==> src/rtl/axis_hdr_pkg.sv <==
// Shared types and byte/keep helpers for the AXI-Stream header extractor.
// Helpers work on a fixed maximum width; callers cast to their own beat size.
package axis_hdr_pkg;

  typedef enum logic [1:0] {
    S_FIRST,
    S_BODY,
    S_FLUSH
  } state_t;

  localparam int MAXB = 64;

  typedef logic [MAXB-1:0]   kmask_t;
  typedef logic [MAXB*8-1:0] bmask_t;

  function automatic logic [7:0] keep2cnt(
    input kmask_t k
  );
    logic [7:0] c;
    c = '0;
    for (int i = 0; i < MAXB; i++)
      c = c + 8'(k[i]);
    return c;
  endfunction

  // n ones ending at bit b-1, i.e. MSB-aligned in a b-bit keep.
  function automatic kmask_t cnt2keep(
    input logic [7:0] n,
    input logic [7:0] b
  );
    kmask_t m;
    m = '0;
    for (int i = 0; i < MAXB; i++)
      m[i] = (i < int'(b)) && (i >= int'(b) - int'(n));
    return m;
  endfunction

  function automatic bmask_t keep2mask(
    input kmask_t k
  );
    bmask_t m;
    for (int i = 0; i < MAXB; i++)
      m[i*8 +: 8] = {8{k[i]}};
    return m;
  endfunction

endpackage

==> src/rtl/axis_extract_header_merge.sv <==
// Combinational byte merge: residual bytes followed by the top of the
// current beat, plus the leftover low bytes realigned to the MSB.
module axis_byte_merge
  import axis_hdr_pkg::*;
#(
  parameter int DATA_WD      = 32,
  parameter int DATA_BYTE_WD = DATA_WD/8,
  parameter int LEN_WD       = $clog2(DATA_BYTE_WD)+1
) (
  input  logic [DATA_WD-1:0]      res_data,
  input  logic [LEN_WD-1:0]       res_cnt,
  input  logic [DATA_WD-1:0]      cur_data,
  input  logic [LEN_WD-1:0]       cur_cnt,
  input  logic [LEN_WD-1:0]       hdr_len,
  output logic [DATA_WD-1:0]      merged,
  output logic [DATA_WD-1:0]      residual,
  output logic [DATA_BYTE_WD-1:0] merged_keep
);

  localparam int LW1 = LEN_WD + 1;
  localparam logic [LEN_WD:0] BW = LW1'(DATA_BYTE_WD);

  logic [LEN_WD:0] sum;
  logic [LEN_WD:0] fill;

  assign sum  = {1'b0, res_cnt} + {1'b0, cur_cnt};
  assign fill = (sum > BW) ? BW : sum;

  assign merged   = res_data | (cur_data >> {res_cnt, 3'b000});
  assign residual = cur_data << {hdr_len, 3'b000};

  assign merged_keep =
    DATA_BYTE_WD'(cnt2keep(8'(fill), 8'(DATA_BYTE_WD)));

endmodule

==> src/rtl/axis_extract_header.sv <==
// Strips an H-byte header off each AXI-Stream packet onto a side channel
// and re-aligns the remaining payload to the MSB of the output beat.
module axis_extract_header
  import axis_hdr_pkg::*;
#(
  parameter int DATA_WD      = 32,
  parameter int DATA_BYTE_WD = DATA_WD/8,
  parameter int LEN_WD       = $clog2(DATA_BYTE_WD)+1
) (
  input  logic                    i_clk,
  input  logic                    i_reset,
  input  logic                    i_valid,
  output logic                    o_ready,
  input  logic [DATA_WD-1:0]      i_data,
  input  logic [DATA_BYTE_WD-1:0] i_keep,
  input  logic                    i_last,
  input  logic [LEN_WD-1:0]       i_hdr_len,
  output logic                    o_valid,
  input  logic                    i_ready,
  output logic [DATA_WD-1:0]      o_data,
  output logic [DATA_BYTE_WD-1:0] o_keep,
  output logic                    o_last,
  output logic                    o_hdr_valid,
  input  logic                    i_hdr_ready,
  output logic [DATA_WD-1:0]      o_hdr_data,
  output logic [DATA_BYTE_WD-1:0] o_hdr_keep
);

  localparam logic [LEN_WD-1:0] BL = LEN_WD'(DATA_BYTE_WD);

  state_t state, state_n;

  logic [DATA_WD-1:0]      res_data, din;
  logic [DATA_WD-1:0]      mrg_data, mrg_res;
  logic [DATA_WD-1:0]      out_data_n, hdr_data_n;
  logic [DATA_BYTE_WD-1:0] mrg_keep, out_keep_n, hdr_keep_n;
  logic [LEN_WD-1:0]       res_cnt, res_cnt_n;
  logic [LEN_WD-1:0]       h_reg, hin, h, k, hk;
  logic                    out_free, hdr_free, acc, over;
  logic                    out_ld, out_last_n, hdr_ld, res_ld;

  assign hin = (i_hdr_len == '0 || i_hdr_len > BL) ? BL : i_hdr_len;
  assign h   = (state == S_FIRST) ? hin : h_reg;
  assign k   = LEN_WD'(keep2cnt(kmask_t'(i_keep)));
  assign din = i_data & DATA_WD'(keep2mask(kmask_t'(i_keep)));

  assign over      = k > h;
  assign hk        = over ? h : k;
  assign res_cnt_n = over ? k - h : '0;

  assign out_free = !o_valid || i_ready;
  assign hdr_free = !o_hdr_valid || i_hdr_ready;
  assign acc      = i_valid && o_ready;

  assign hdr_keep_n =
    DATA_BYTE_WD'(cnt2keep(8'(hk), 8'(DATA_BYTE_WD)));
  assign hdr_data_n =
    din & DATA_WD'(keep2mask(kmask_t'(hdr_keep_n)));

  axis_byte_merge #(
    .DATA_WD      (DATA_WD),
    .DATA_BYTE_WD (DATA_BYTE_WD),
    .LEN_WD       (LEN_WD)
  ) u_merge (
    .res_data    (res_data),
    .res_cnt     (res_cnt),
    .cur_data    (din),
    .cur_cnt     (k),
    .hdr_len     (h),
    .merged      (mrg_data),
    .residual    (mrg_res),
    .merged_keep (mrg_keep)
  );

  always_comb begin
    state_n    = state;
    o_ready    = 1'b0;
    out_ld     = 1'b0;
    out_data_n = mrg_data;
    out_keep_n = mrg_keep;
    out_last_n = 1'b0;
    hdr_ld     = 1'b0;
    res_ld     = 1'b0;
    unique case (state)
      S_FIRST: begin
        o_ready = hdr_free;
        if (acc) begin
          hdr_ld = 1'b1;
          res_ld = 1'b1;
          if (!i_last)   state_n = S_BODY;
          else if (over) state_n = S_FLUSH;
        end
      end
      S_BODY: begin
        o_ready = out_free;
        if (acc) begin
          out_ld     = 1'b1;
          res_ld     = 1'b1;
          out_last_n = i_last && !over;
          if (i_last)
            state_n = over ? S_FLUSH : S_FIRST;
        end
      end
      S_FLUSH: begin
        if (out_free) begin
          out_ld     = 1'b1;
          out_data_n = res_data;
          out_keep_n = DATA_BYTE_WD'(
            cnt2keep(8'(res_cnt), 8'(DATA_BYTE_WD)));
          out_last_n = 1'b1;
          state_n    = S_FIRST;
        end
      end
      default: state_n = S_FIRST;
    endcase
  end

  always_ff @(posedge i_clk) begin
    if (!i_reset) begin
      state       <= S_FIRST;
      res_cnt     <= '0;
      res_data    <= '0;
      h_reg       <= BL;
      o_valid     <= 1'b0;
      o_data      <= '0;
      o_keep      <= '0;
      o_last      <= 1'b0;
      o_hdr_valid <= 1'b0;
      o_hdr_data  <= '0;
      o_hdr_keep  <= '0;
    end else begin
      state <= state_n;
      if (out_free) o_valid <= out_ld;
      if (out_ld) begin
        o_data <= out_data_n;
        o_keep <= out_keep_n;
        o_last <= out_last_n;
      end
      if (hdr_free) o_hdr_valid <= hdr_ld;
      if (hdr_ld) begin
        o_hdr_data <= hdr_data_n;
        o_hdr_keep <= hdr_keep_n;
        h_reg      <= hin;
      end
      if (res_ld) begin
        res_data <= mrg_res;
        res_cnt  <= res_cnt_n;
      end
    end
  end

endmodule

==> config.mk <==
export PLATFORM = sky130hd
export DESIGN_NAME = axis_extract_header
export DESIGN_NICKNAME = d
export VERILOG_FILES = /design/src/rtl/axis_hdr_pkg.sv /design/src/rtl/axis_extract_header_merge.sv /design/src/rtl/axis_extract_header.sv
export SDC_FILE = /design/constraint.sdc
export NUM_CORES = 1
export LEC_CHECK = 0
export BUFFER_PORTS_ARGS = -buffer_cell sky130_fd_sc_hd__buf_4
export CORE_MARGIN = 2
export CORE_UTILIZATION = 45
export CTS_CLUSTER_SIZE = 8
export DETAILED_ROUTE_END_ITERATION = 8
export PLACE_DENSITY = 0.68
export SLEW_MARGIN = 20
export SYNTH_ARGS = -nofsm -noshare
export SYNTH_HDL_FRONTEND = slang
export SYNTH_SLANG_ARGS = --single-unit
==> constraint.sdc <==
create_clock -name i_clk -period 5.5 [get_ports i_clk]
set_clock_uncertainty 0.1 [all_clocks]
set_input_delay 0.825 -clock i_clk [delete_from_list [all_inputs] [get_ports i_clk]]
set_output_delay 0.825 -clock i_clk [all_outputs]
set_load 0.005 [all_outputs]
==> metrics.txt <==
LEAKAGE 0.00296 uW; CP required 5.71 ns; cell taking the most area after synthesis dfxtp_1; Clock Power Share 0.422; setup TNS 0 ns; share of layout cells above drive strength 1 0.220; vias in the first global route 5,919; CP Cell Sequence buf_4 -> fa_1 -> ha_1 -> ha_1 -> ha_1 -> nor2b_1 -> o21ai_0 -> o32a_1 -> a21oi_1 -> or2_2 -> ha_1 -> or4_1 -> nor3_2 -> nor3_4 -> a32o_1; WHS 0.357 ns; initial antenna violation count 0; most used cell, CP ha_1; H-tree depth 4; # fillers 1,192; final hold viol count 0; Mapped Avg Cell Area 7.98 sq um; number of synthesized flops with an enable pin 0; Critical path buffers and inverters 1; Post-CTS Resized 0; CP max FO 33; post-CTS setup buffers 0; synth cell count leaders dfxtp_1 (115), a21oi_1 (77), nor2_1 (76), o21ai_0 (67), nand2_1 (63); Final setup viols 0; RSZ-0062 raised after global routing false; Clock Tree Buf Depth 2; remaining antenna violation count 0; status completed; grt total ovfl 0; Yosys cell types 59; wire length per cell 19.6 microns; Initial Util 0.466; most common cell in the netlist dfxtp_1; DIE AREA 0.0141 sq mm; Ys Warns 0; via count 6,247; busiest layer in global routing met2; top cell type's share of synthesized area 0.388; Max Clk Rate 204 MHz; register area share after synthesis 0.388; slowest CP cell or4_1; Syn-to-layout area delta 27.1%; first-pass iteration count of the detailed router 5; synth top area cells dfxtp_1 (39%), a21oi_1 (6.5%), o21ai_0 (5.7%), nor2_1 (4.8%), nand2_1 (4.0%); global-route wire length before repair 31,600 microns; DR vias/cell 6.15; Comb power frac 0.245; CTS tree built; Cells after Synth 743; IO Port Bufs 120; Synth Register Bits 115; Crit Path Category input port to register; # diodes 0; met2 usage 0.432; met3 usage 0.0579; GRT Util Overall 0.284; hold-fix buffers at CTS 0; VDD IR max 0.221 mV; Max-Cap Viols 0; Worst-path clk slew 0.05 ns; pwr dens 365 mW/mm^2; floorplan row count 41; ys async rst share 0; chip height 119 microns; Tmin final 4.91 ns; Worst setup SP type input port; relative slew slack 0.247; initial drt markers 548; cell internal pwr 1900 uW; Slew Limit Fails 0; Skew-Pair Late Insertion Delay 0.42 ns; Slew @ Worst Pin 1.12 ns; sw frac 0.309; Worst Hold Class register to register; core box area 0.0127 sq mm; Top Ports 121; WL final 20,000 microns; cts bufs inserted 17; CTS sink cnt 115; CP Capture Type register; GPL Wtd Cong 0.914; Sw Pwr 850 uW; largest registers o_data x32, o_hdr_data x32, res_data x32; nets@finish 898; DP HPWL 14,300 microns; critical path's largest stage delay 0.52 ns; Final Cycle Share 0.893; Reg power frac 0.333; DRC violations left 0; top_reg_cell synth dfxtp_1; clock root cell clkbuf_16; GR Layer Usage met1 0.383; Crit path arrival time 5.12 ns; Post-Syn Area 0.00593 sq mm; largest net degree at the start of global routing 75; Crit path max-delay family adder cells; width of the die 119 microns
-- worst reg2reg max path, cell delays in order, from the launching register on --
cell,delay (ns)
dfxtp_1,0.33
inv_1,0.10
ha_1,0.35
mux2i_2,0.29
ha_1,0.30
nor2b_1,0.16
o21ai_0,0.44
o32a_1,0.30
a21oi_1,0.12
or2_2,0.31
ha_1,0.24
or4_1,0.52
nor3_2,0.20
nor3_4,0.12
a32o_1,0.28
-- power groups by stage --
stage / logic, uW / clock network (uW) / registers, uW
floorplan: 429 / 0 / 926
finish: 673 / 1160 / 915
global route: 737 / 1210 / 920
CTS: 661 / 1170 / 913
global placement: 643 / 0 / 929
detailed placement: 657 / 0 / 930
-- cell usage in the layout, fill, tap and decap left out, types with 17 or more instances in the layout --
master,instances
buf_4,132
dfxtp_1,115
a21oi_1,77
nor2_1,75
o21ai_0,67
nand2_1,63
nand3_1,28
a31oi_1,27
a32oi_1,24
o211ai_1,20
o22ai_1,17
a22oi_1,17
ha_1,17
clkbuf_16,17
-- metal layers --
metal,up-vias,part of all wire,wire length (microns)
met5,-,0,0
met4,0,0.036,719
met3,48,0.082,1630
met2,310,0.45,9020
met1,2946,0.43,8590
li1,2943,-,-
-- through the flow --
step	cells	power [uW]	setup WS, ns	util	cell area (sq um)
after global placement	986	1570	0.306	0.543	6910
after floorplan	744	1360	0.455	-	5930
after global routing	1016	2870	0.304	0.592	7530
after detailed placement	986	1590	0.175	0.543	6910
final	1016	2750	0.588	0.592	7530
after CTS	1016	2740	0.607	0.592	7530
-- cell type report --
type                            instances  area, sq um  area share
Clock buffer                           23          498      0.0661
Clock inverter                          7          123      0.0163
Inverter                               15         56.3     0.00747
Multi-Input combinational cell        552         3350       0.445
Sequential cell                       115         2300       0.306
Tap cell                              172          215      0.0286
Timing Repair Buffer                  132          991       0.132
-- path summary, 6_finish.rpt --
check                           endpoint  cells after the start                 startpoint  slack, ns
max          o_hdr_data[27]$_SDFFE_PN0P_                     15                  i_keep[1]       0.59
max reg2reg  o_hdr_data[27]$_SDFFE_PN0P_                     14      state[0]$_SDFFE_PN0P_       1.23
min reg2reg    res_data[26]$_SDFFE_PN0P_                      2  res_data[26]$_SDFFE_PN0P_       0.36
min            res_data[26]$_SDFFE_PN0P_                      2  res_data[26]$_SDFFE_PN0P_       0.36
-- logic make-up after synthesis --
group	after synthesis	synth area share
buffers and inverters	77	0.0500
adders and majority gates	20	0.0460
AOI/OAI and AO/OA	296	0.321
DFF	115	0.388
xor gates and xnor gates	2	0.00296
muxes	11	0.0209
other	1	0.000633
and+or+nand+nor	221	0.170
(Power assumes the default switching activity.)
